--- src/rtl/if_fetch_unit.sv ---
// if_fetch_unit: instruction-fetch stage owning the architectural fetch PC.
// Builds each 32-bit instruction from four little-endian byte reads on the
// shared byte-wide memory port and hands {inst, pc, prediction} to IF/ID
// through a one-entry output register with a valid/stall handshake.
//
// Ports:
//   clk, rst         clock, synchronous active-high reset
//   fetch_pc         current fetch PC to the branch predictor (combinational)
//   pred_pc          predictor next PC for fetch_pc
//   pred_taken       predictor taken flag for fetch_pc
//   mem_req          byte read request (combinational)
//   mem_addr         byte address of the request (combinational)
//   mem_gnt          arbiter grant, same cycle as mem_req
//   mem_din          read byte, valid the cycle after a granted request
//   stall            IF/ID cannot accept this cycle
//   flush, flush_pc  redirect from EX and its target
//   inst_valid       output register holds an instruction
//   inst             instruction word
//   inst_pc          PC of inst
//   inst_pred        pred_taken sampled for inst
module if_fetch_unit #(
   parameter int unsigned          ADDR_W   = 32,
   parameter logic [ADDR_W-1:0]    RESET_PC = '0
) (
   input  logic              clk,
   input  logic              rst,
   output logic [ADDR_W-1:0] fetch_pc,
   input  logic [ADDR_W-1:0] pred_pc,
   input  logic              pred_taken,
   output logic              mem_req,
   output logic [ADDR_W-1:0] mem_addr,
   input  logic              mem_gnt,
   input  logic [7:0]        mem_din,
   input  logic              stall,
   input  logic              flush,
   input  logic [ADDR_W-1:0] flush_pc,
   output logic              inst_valid,
   output logic [31:0]       inst,
   output logic [ADDR_W-1:0] inst_pc,
   output logic              inst_pred
);

   localparam int unsigned CNT_W = 3;
   localparam logic [CNT_W-1:0] CNT_FULL = CNT_W'(4);
   localparam logic [CNT_W-1:0] CNT_LAST = CNT_W'(3);

   logic [ADDR_W-1:0] pc;
   logic [CNT_W-1:0]  req_cnt;
   logic [CNT_W-1:0]  rsp_cnt;
   logic              pending;
   logic [31:0]       word_buf;

   logic              word_ready;
   logic              out_free;
   logic              xfer;
   logic              granted;
   logic [31:0]       word;

   // Request side, predictor interface and transfer decision
   always_comb begin
      fetch_pc   = pc;
      mem_req    = (req_cnt < CNT_FULL) && !flush && !rst;
      mem_addr   = pc + ADDR_W'(req_cnt);
      granted    = mem_req && mem_gnt;
      word_ready = (rsp_cnt == CNT_FULL) || (pending && (rsp_cnt == CNT_LAST));
      out_free   = !inst_valid || !stall;
      xfer       = word_ready && out_free && !flush;
      // Byte 3 is bypassed straight from the memory port when it arrives
      // in the transfer cycle itself.
      word       = (rsp_cnt == CNT_FULL) ? word_buf : {mem_din, word_buf[23:0]};
   end

   // Fetch state and output register
   always_ff @(posedge clk) begin
      if (rst) begin
         pc         <= RESET_PC;
         req_cnt    <= '0;
         rsp_cnt    <= '0;
         pending    <= 1'b0;
         word_buf   <= '0;
         inst_valid <= 1'b0;
         inst       <= '0;
         inst_pc    <= '0;
         inst_pred  <= 1'b0;
      end else if (flush) begin
         // Clearing pending drops any byte still in flight.
         pc         <= flush_pc;
         req_cnt    <= '0;
         rsp_cnt    <= '0;
         pending    <= 1'b0;
         inst_valid <= 1'b0;
      end else begin
         pending <= granted;
         if (xfer) begin
            inst       <= word;
            inst_pc    <= pc;
            inst_pred  <= pred_taken;
            inst_valid <= 1'b1;
            pc         <= pred_pc;
            req_cnt    <= '0;
            rsp_cnt    <= '0;
         end else begin
            if (granted) begin
               req_cnt <= req_cnt + CNT_W'(1);
            end
            if (pending) begin
               word_buf[8*rsp_cnt[1:0] +: 8] <= mem_din;
               rsp_cnt <= rsp_cnt + CNT_W'(1);
            end
            if (inst_valid && !stall) begin
               inst_valid <= 1'b0;
            end
         end
      end
   end

endmodule
--- config.mk ---
export PLATFORM = sky130hd
export DESIGN_NAME = if_fetch_unit
export DESIGN_NICKNAME = d
export VERILOG_FILES = /design/src/rtl/if_fetch_unit.sv
export SDC_FILE = /design/constraint.sdc
export NUM_CORES = 1
export LEC_CHECK = 0
export BUFFER_PORTS_ARGS = -buffer_cell sky130_fd_sc_hd__buf_2
export CORE_MARGIN = 2
export CORE_UTILIZATION = 50
export DETAILED_ROUTE_END_ITERATION = 8
export PLACE_DENSITY = 0.82
export SKIP_CTS_REPAIR_TIMING = 1
export SYNTH_ARGS = -nofsm -noshare
export SYNTH_HDL_FRONTEND = slang
export SYNTH_SLANG_ARGS = --single-unit
export TNS_END_PERCENT = 1
--- constraint.sdc ---
create_clock -name clk -period 3.8 [get_ports clk]
set_input_delay 0.76 -clock clk [delete_from_list [all_inputs] [get_ports clk]]
set_output_delay 0.76 -clock clk [all_outputs]
set_load 0.01 [all_outputs]
==> impl_metrics.json <==
{
  "r2r-start": "rsp_cnt[0]",
  "critical_path_class": "reg2out",
  "synth_edf_count": 0,
  "power.leakage_uw": 0.00337,
  "dieArea_um2": 13500,
  "min_path_cells": 2,
  "grt_overflow": 0,
  "use_met3_pct": 7.17,
  "end_kind": "output pin",
  "power.density_nw_per_um2": 426,
  "grt_pass1_vias": 5610,
  "clock_latency_ps": 410,
  "syn_inst": 764,
  "max_stage_delay_ps": 460,
  "fin_crit_ps": 3200,
  "finalCritPeriodShare_pct": 84.2,
  "numCtsBuffers": 17,
  "drc": 0,
  "cts_tree": "yes",
  "cts_max_level": 4,
  "synth_top_area_share_pct": 43.7,
  "fin_nets": 1033,
  "hp-class": "reg2reg",
  "slew_violations": 0,
  "worst_pin_slew_ps": 866,
  "hold_violations": 0,
  "first_pass_iters": 5,
  "avgRoutedWirePerCell_um": 15.7,
  "syn_nets": 853,
  "cap_violations": 0,
  "max_freq_mhz": 313,
  "synth_common_cells": "137 x dfxtp_1, 136 x nand2_1, 93 x a21oi_1, 44 x nand3_1, 36 x and3_1",
  "antenna_cells": 0,
  "maxSlewHeadroom_pct": 42.3,
  "critPathMaxFanout": 8,
  "reg2reg_depth": 7,
  "detail-route-antenna-nets": 0,
  "hold_end": "inst[10]",
  "synth-seq-cells": 137,
  "final_core_util_pct": 65.1,
  "pin_count": 209,
  "root_buffer": "clkbuf_16",
  "synthTopCellsByArea": "dfxtp_1 44%, nand2_1 8.1%, a21oi_1 7.4%, a211oi_1 3.8%, and3_1 3.6%",
  "worstPathArrival_ps": 2440,
  "path_cells": "ha_1 -> fa_1 -> a21oi_1 -> nor4_4 -> and4b_1 -> xor2_1 -> buf_2",
  "vias_per_cell": 5.47,
  "cp.required_ps": 3040,
  "clock-sinks": 137,
  "drt_iter0_markers": 729,
  "wirelength_um": 17700,
  "vias": 6148,
  "die_h_um": 116,
  "synth_area_leader_cell": "dfxtp_1",
  "hp-start": "inst[10]",
  "hpwl_um": 12000,
  "initial_utilization_pct": 51.6,
  "yosysUniqueCellTypes": 40,
  "synth_most_common_cell": "dfxtp_1",
  "critPathLaunchType": "register",
  "cts.reportedPaths.clkPinSlew_ps": 50,
  "core_um2": 12200,
  "tns_ps": 0,
  "r2r_slack_ps": 1160,
  "crit_slowest_cell": "nor4_4",
  "async_reset_ff_share_pct": 0,
  "clockBufferDepth": 2,
  "io_buffer_count": 208,
  "ys_warn_count": 0,
  "place_congestion": 0.873,
  "grt_pass1_wl_um": 28100,
  "synthFlopType": "dfxtp_1",
  "ir_drop_uv": 352,
  "grtUsageTotal_pct": 26.6,
  "rows": 40,
  "antenna_found_initial": 0,
  "synth.yosys.seq_area_share_pct": 43.7,
  "met2_usage_pct": 41.7,
  "use_met1_pct": 34.9,
  "setup_viol": 0,
  "status": "finished, final reports clean",
  "die_w_um": 116,
  "drive_gt1_share_pct": 26.9,
  "rsz0062_at_grt": "false",
  "crit-reg2reg-capture": "word_buf[24]",
  "avgSynthCellArea_um2": 8.22,
  "crit_start": "req_cnt[0]",
  "grt_max_degree": 87,
  "syn_area_um2": 6280,
  "fin_worst_skew_ps": 4.75,
  "syn2layout_area_growth_pct": 26.0,
  "busiest_layer": "met2"
}
## power breakdown
| part | total, uW | internal (uW) | switching, uW |
|---|---|---|---|
| Sequential | 1520 | 1470 | 54.9 |
| Combinational | 278 | 122 | 156 |
| Clock | 1570 | 985 | 583 |
## final cells by class
| cell class | instances | area [um2] |
|---|---|---|
| Tap cell | 168 | 210 |
| Sequential cell | 137 | 2740 |
| Timing Repair Buffer | 221 | 1140 |
| Fill cell | 1060 | 4250 |
| Clock buffer | 21 | 460 |
| Clock inverter | 9 | 100 |
| Inverter | 4 | 15.0 |
| Multi-Input combinational cell | 563 | 3240 |
## cells by family after synthesis
logic type	synth area share, %
xor+xnor	4.46
fa+ha+maj	2.31
simple gates	30.5
flops	43.7
compound gates	13.8
mux	0.637
buf+inv	4.68
## cells in the final DEF (no fill, tap or decap), drive strengths merged, types with 5 or more instances in the layout
cell type | netlist | routed
nand4 | 17 | 17
ha | 10 | 10
nor3 | 35 | 35
nand3 | 44 | 44
nand2b | 30 | 30
a211oi | 33 | 33
dfxtp | 137 | 137
buf | 23 | 221
nor2 | 22 | 22
a311oi | 9 | 9
nand3b | 5 | 5
a21oi | 95 | 95
xnor2 | 25 | 25
nor2b | 32 | 32
and3 | 36 | 36
nand2 | 136 | 136
xor2 | 7 | 7
clkbuf | 37 | 21
clkinv | 0 | 5
## stage by stage
stage | setup WS, ps | power (uW) | hold slack (ps) | cell area [um2] | instances
detailed placement | 1070 | 1830 | 443 | 7350 | 1093
floorplan | 1220 | 1690 | 431 | 6280 | 764
CTS | 619 | 3390 | 451 | 7910 | 1123
finish | 602 | 3370 | 447 | 7910 | 1123
global route | 414 | 3490 | 465 | 7910 | 1123
global placement | 1100 | 1820 | 439 | 7350 | 1093
## flip-flops by register name, indices dropped and copies added, names as in the netlist
register    count
fetch_pc       32
inst           32
inst_pc        32
word_buf       32
req_cnt         3
rsp_cnt         3
inst_pred       1
inst_valid      1
pending         1
## routing by layer
layer	up-vias	wire length, um
li1	3008	-
met1	2838	7720
met2	268	8210
met3	34	1280
met4	0	454
met5	-	0
## worst max path at each step
stage                   endpoint  slack (ps)  cells past startpoint
detailed placement  mem_addr[26]        1070                      7
floorplan           mem_addr[26]        1220                      6
finish              mem_addr[26]         600                      7
CTS                 mem_addr[26]         620                      7
global placement    mem_addr[26]        1100                      7
global route        mem_addr[26]         410                      7
## worst max-delay path, delay by kind of cell, from the launching register on
family	cells	cell delay [ps]
AND/OR/NAND/NOR	2	750
adder cells (fa/ha/maj)	2	460
flip-flops	1	380
AO/OA/AOI/OAI	1	150
XOR/XNOR	1	140
buffers and inverters	1	140
Note: power is estimated with default switching activity, not from simulation.
